**config.mk**
```make
export PLATFORM = sky130hd
export DESIGN_NAME = seq_shifter
export DESIGN_NICKNAME = d
export VERILOG_FILES = /design/src/rtl/shifter_pkg.sv /design/src/rtl/seq_shifter.sv
export SDC_FILE = /design/constraint.sdc
export NUM_CORES = 1
export LEC_CHECK = 0
export CAP_MARGIN = 15
export CORE_MARGIN = 3
export CORE_UTILIZATION = 50
export CTS_BUF_LIST = sky130_fd_sc_hd__clkbuf_4 sky130_fd_sc_hd__clkbuf_8
export CTS_CLUSTER_DIAMETER = 30
export DETAILED_ROUTE_END_ITERATION = 10
export PLACE_DENSITY = 0.95
export SLEW_MARGIN = 20
export SYNTH_ARGS = -nofsm -noshare
export SYNTH_HDL_FRONTEND = slang
export SYNTH_SLANG_ARGS = --single-unit
```
**constraint.sdc**
```tcl
create_clock -name clk -period 1.4 [get_ports clk]
set_input_delay 0.14 -clock clk [delete_from_list [all_inputs] [get_ports clk]]
set_output_delay 0.14 -clock clk [all_outputs]
set_load 0.01 [all_outputs]
```
**src/rtl/shifter_pkg.sv**
```systemverilog
// Shared types and constants for the shifter family (barrel and sequential).
package shifter_pkg;

    typedef enum logic [1:0] {S_IDLE, S_SHIFT, S_DONE} seq_shift_state_t;

    localparam logic DIR_LEFT  = 1'b0;
    localparam logic DIR_RIGHT = 1'b1;

endpackage

```
**src/rtl/seq_shifter.sv**
```systemverilog
// Multi-cycle logical shifter: one bit position per clock, valid/ready on both sides.
module seq_shifter
    import shifter_pkg::*;
#(
    parameter int unsigned WIDTH   = 32,
    parameter int unsigned SHAMT_W = $clog2(WIDTH)
) (
    input  logic               clk,
    input  logic               rst_n,
    input  logic               in_valid,
    output logic               in_ready,
    input  logic [WIDTH-1:0]   data_in,
    input  logic [SHAMT_W-1:0] shift_amt,
    input  logic               dir,
    output logic               out_valid,
    input  logic               out_ready,
    output logic [WIDTH-1:0]   data_out
);

    seq_shift_state_t   state_q, state_d;
    logic [WIDTH-1:0]   data_q, data_d;
    logic [SHAMT_W-1:0] cnt_q, cnt_d;
    logic               dir_q, dir_d;
    logic               out_valid_q;

    always_ff @(posedge clk or negedge rst_n) begin
        if (!rst_n) begin
            state_q     <= S_IDLE;
            data_q      <= '0;
            cnt_q       <= '0;
            dir_q       <= DIR_LEFT;
            out_valid_q <= 1'b0;
        end else begin
            state_q     <= state_d;
            data_q      <= data_d;
            cnt_q       <= cnt_d;
            dir_q       <= dir_d;
            out_valid_q <= (state_d == S_DONE);
        end
    end

    always_comb begin
        state_d = state_q;
        data_d  = data_q;
        cnt_d   = cnt_q;
        dir_d   = dir_q;
        unique case (state_q)
            S_IDLE: begin
                if (in_valid) begin
                    data_d  = data_in;
                    cnt_d   = shift_amt;
                    dir_d   = dir;
                    state_d = (shift_amt != '0) ? S_SHIFT : S_DONE;
                end
            end
            S_SHIFT: begin
                data_d = (dir_q == DIR_RIGHT) ? (data_q >> 1) : (data_q << 1);
                cnt_d  = cnt_q - SHAMT_W'(1);
                if (cnt_q == SHAMT_W'(1)) begin
                    state_d = S_DONE;
                end
            end
            S_DONE: begin
                if (out_ready) begin
                    state_d = S_IDLE;
                end
            end
            default: state_d = S_IDLE;
        endcase
    end

    // in_ready decodes straight from the state register; no input feeds it.
    always_comb begin
        in_ready  = (state_q == S_IDLE);
        out_valid = out_valid_q;
        data_out  = data_q;
    end

endmodule

```
=== Word-level counts from Yosys, hierarchy flattened ===
Index checks and enable logic that the tools add are counted.

* Input bits: 42
* Output and inout port bits: 34
* Bits in registers: 41

* Equality and inequality tests: 5
* Multiplexer cells: 10
* Add/sub/neg operators: 1
* Reductions and logical operators: 5

{| class="wikitable"
|+ Operator list
! kind !! count
|-
| $mux 32 || 2
|-
| $pmux 32 s2 || 1
|-
| $pmux 5 s2 || 1
|-
| $mux 2 || 4
|-
| $pmux 2 s3 || 1
|-
| $eq 5x1->1 const B || 1
|-
| $mux 5 || 1
|-
| $reduce_bool 5->1 || 1
|-
| $sub 5x1->5 const B || 1
|-
| $eq 2x2->1 const B || 2
|-
| $reduce_and 2->1 || 2
|-
| $eq 2x1->1 const B || 1
|-
| $logic_not 2->1 || 1
|-
| $ne 2x2->1 const B || 1
|-
| $reduce_bool 2->1 || 1
|}

=== Logic depth before layout (Yosys ltp) ===
* Depth after elaboration: 5
* Mapped depth: 5
* Mapped depth without buffers: 5

=== Worst setup path after synthesis ===
OpenSTA, ideal clock, no wires.

* Path type: reg-to-reg
* Start: reg state_q[0]
* End: reg cnt_q[4]
* Path buffers: 1
* Cell stages (with the launch flop): 5
* Arrival: 1.145 ns
* Setup time: 0.120 ns
* Slack: 0.135 ns
* Cell sequence: dfrtp_1 > nor2b_1 > buf_2 > a311o_1 > o211a_1

* Longest elaborated chain between the ends: 3
* Elaborated cells between the ends (all ways): 6
* Those cells by class: eq/ne (2); mux (1); reduce/logical (3)

{| class="wikitable"
|+ Ends and longest elaborated chain
! what !! RTL line !! source
|-
| start, declared || seq_shifter.sv:20 || <nowiki>seq_shift_state_t state_q, state_d;</nowiki>
|-
| start signal, assigned || seq_shifter.sv:34 || <nowiki>state_q <= state_d;</nowiki>
|-
| $eq 2x1->1 / $logic_not 2->1 (equally long branches) || seq_shifter.sv:47 || <nowiki>unique case (state_q)</nowiki>
|-
| $reduce_bool 2->1 (no line) / $ne 2x2->1 (equally long branches) || -- ||
|-
| $reduce_and 2->1 (no line) || -- ||
|-
| end signal, assigned || seq_shifter.sv:36 || <nowiki>cnt_q <= cnt_d;</nowiki>
|-
| end, declared || seq_shifter.sv:22 || <nowiki>logic [SHAMT_W-1:0] cnt_q, cnt_d;</nowiki>
|}

Several ways; a longest one is shown, not always the timed one.
A chain may end at the register's enable or synchronous reset.

=== Worst setup path after layout ===
* Start: reg state_q[1]
* End: reg data_q[3] (netlist: data_out[3])

* Longest elaborated chain between the ends: 3
* Elaborated cells between the ends (all ways): 6
* Those cells by class: eq/ne (2); mux (1); reduce/logical (3)

{| class="wikitable"
|+ Ends and longest elaborated chain
! what !! RTL line !! source
|-
| $eq 2x1->1 / $logic_not 2->1 (equally long branches) || seq_shifter.sv:47 ||
|-
| $reduce_bool 2->1 (no line) / $ne 2x2->1 (equally long branches) || -- ||
|-
| $reduce_and 2->1 (no line) || -- ||
|-
| end signal, assigned || seq_shifter.sv:35 || <nowiki>data_q <= data_d;</nowiki>
|-
| end, declared || seq_shifter.sv:21 || <nowiki>logic [WIDTH-1:0] data_q, data_d;</nowiki>
|}

Several ways; a longest one is shown, not always the timed one.

==> summary.txt <==
worst skew pair latency - 300 ps
Starting DRT DRC Count - 201
critical path buffer and inverter count - 3
DRC violations left - 0
WP data required - 1600 ps
GP Congestion - 0.829
Die H - 79.3 um
reg2reg end - data_out[3]
top_reg_cell synth - dfrtp_1
CTS max path bufs - 2
Die ar. - 6290 um^2
worst stage delay on the critical path - 390 ps
# port buffers - 75
min cycle time layout - 1410 ps
final worst-path cycle share - 100%
Total GRT Usage - 25.3%
Num CTS Buffers - 5
final WL - 8.11 mm
antenna violations before repair - 0
final setup fails - 1
Syn Area/Cell - 10.1 um^2
Post-Syn Instances - 266
Core Box Area - 5140 um^2
gr ovfl total - 0
WP data arrival - 1610 ps
R2R cell count - 5
worst reg-to-reg setup slack - -5 ps
Final Skew - 12.0 ps
Lkg Pwr - 0.00171 uW
crit path max fanout - 10
Yosys top cell by area - dfrtp_1
root buffer cell - clkbuf_8
syn_nets - 310
post-route ant nets - 0
worst ir drop on vdd - 1.29 mV
Worst Setup Start Kind - register
HP Class - in2async
TNS Setup - -5.37 ps
vias per inst - 5.67
DRT Pass-1 Iters - 4
clk slew on worst S/H paths - 80 ps
layout cell share with drive strength beyond 1 - 34.7%
I/O Pins - 76
setup ws final - -5.37 ps
largest net degree at the start of global routing - 39
reg2reg start - state_q[1]
site row count - 26
Die W - 79.3 um
synth cell count leaders - dfrtp_1, nor2_1, nand2_1
ranking of synthesized cells by area - dfrtp_1, o31ai_2, a211oi_2
RSZ-0062 raised after global routing - true
Netlist cell types - 38
ant diodes - 0
first-pass GRT wire length - 12.5 mm
Sequential Area - 1030 um^2
Max-cap violations - 0
Slew HR - 70.0%
CP max stage cell - dfrtp_1
Final Hold Viols - 0
worst-margin pin slew - 447 ps
multi-input logic area - 1540 um^2
synthesis-to-finish area growth - 49.5%
top-count cell post-synth - dfrtp_1
Seq/Total Area, Yosys - 38.2%
layout filler cell count - 359
Seq cells post-synth - 41
failing checks - negative setup slack
Synth warnings - 0
Starting Density - 52.3%
Worst setup EP type - register
nets@finish - 424
synthesized area - 2690 um^2
HPWL after DPL - 5.38 mm
final slew viol count - 0
status - complete, but fails checks
vias in the first global route - 2,643
CTS tree - built
area fraction of the dominant cell type after synthesis - 38.2%
worst path cell trace - buf_4, o21bai_4, buf_6, clkbuf_16, o31ai_2
TritonCTS Sinks - 41
Top delay family on crit path - buffers and inverters
Post-synth EDFFs - 0
via count - 2,550
worst setup path category - reg2reg
PD cells - 2420 nW/um^2
CTS H-tree depth - 2
Async SR Flop Fraction - 100%
WL/cell - 18.0 um
Pwr Total - 9720 uW
max frequency - 0.712 GHz
[metrics by stage]
stage	utilization [%]	setup WS [ps]	cell area, um^2	instances	hold WS [ps]
2_1_floorplan	-	135	2690	266	-156
3_3_place_gp	70.9	-99.6	3650	417	31.2
3_5_place_dp	70.9	-139	3650	417	35.2
4_1_cts	75.7	-3.11	3890	444	245
5_1_grt	78.2	-61.8	4020	450	283
6_report	78.2	-5.37	4020	450	247
[worst register-to-register path, cell delays in order (launching register included)]
cell	delay, ps
dfrtp_1	390
buf_4	170
o21bai_4	170
buf_6	140
clkbuf_16	180
o31ai_2	280
[repair_timing]
item                                    4_1_cts  5_1_grt
buffers inserted                             19        3
gates cloned                                  0        3
hold buffers                                  1        0
pin swaps                                     0        1
gates resized for setup                      14       14
endpoints found under the hold margin        11        0
endpoints found under the setup margin       50       36
[final cells by class]
| cell class | instances | area share (%) |
|---|---|---|
| flip-flops and latches | 41 | 25.6 |
| inverters | 4 | 0.374 |
| repair buffers | 130 | 31.2 |
| clock buffers | 7 | 2.24 |
| well taps | 70 | 2.18 |
| multi-input cells | 198 | 38.4 |
[registers in the layout, indices dropped and copies added (netlist names)]
name and count:
cnt_q 5, data_out 32, dir_q 1, out_valid 1, state_q 2
[how the worst max path moves through the flow]
stage	start	end	slack, ps	cells past startpoint
after floorplan	state_q[0]	cnt_q[4]	130	4
after global placement	shift_amt[0]	state_q[0]	-100	4
after detailed placement	shift_amt[0]	state_q[0]	-140	4
after CTS	state_q[1]	cnt_q[3]	-3	4
after global routing	cnt_q[1]	cnt_q[1]	-60	5
final	state_q[1]	data_out[3]	-5	5
[per-layer routing]
layer  track usage (%)  vias up  share of wire, %
met5                 0        -                 0
met3              4.08       16               4.8
li1                  -     1193                 -
met1              29.9     1249                40
met2              45.9       92                53
met4              9.45        0               1.8
[power breakdown]
group          switching, uW  leakage (uW)  internal, uW
clock                    412     0.0000477           411
combinational           3070       0.00118          3460
sequential               561      0.000487          1810
total                   4040       0.00171          5680
[cell families (layout without fill, tap and decap cells)]
group | Yosys count | after routing | synth area share (%)
multiplexers | 2 | 2 | 0.838
buffers and inverters | 27 | 141 | 6.10
AND/OR/NAND/NOR | 111 | 111 | 20.9
flip-flops | 41 | 41 | 38.2
adder cells (fa/ha/maj) | 2 | 2 | 0.931
AO/OA/AOI/OAI | 83 | 83 | 33.0
[layout by cell type, fill, tap and decap left out, types with 2 or more instances in the layout]
cell type        instances
a21oi_1                  6
o22ai_1                  5
nor4bb_1                 2
buf_6                    3
clkbuf_16                2
or3_1                    2
and2b_1                  7
o31ai_2                 28
a211oi_1                 4
buf_12                   4
ha_2                     2
a211oi_2                25
nor3b_1                  2
dlygate4sd2_1            9
buf_4                   45
dlymetal6s2s_1           5
dfrtp_2                  2
clkbuf_8                 6
o21ai_1                  2
dfrtp_1                 39
nor2b_1                 22
nand2_1                 32
a21bo_2                  2
inv_1                    4
nor2_1                  34
clkdlybuf4s50_1         59
mux2_2                   2
(Power assumes the default switching activity.)
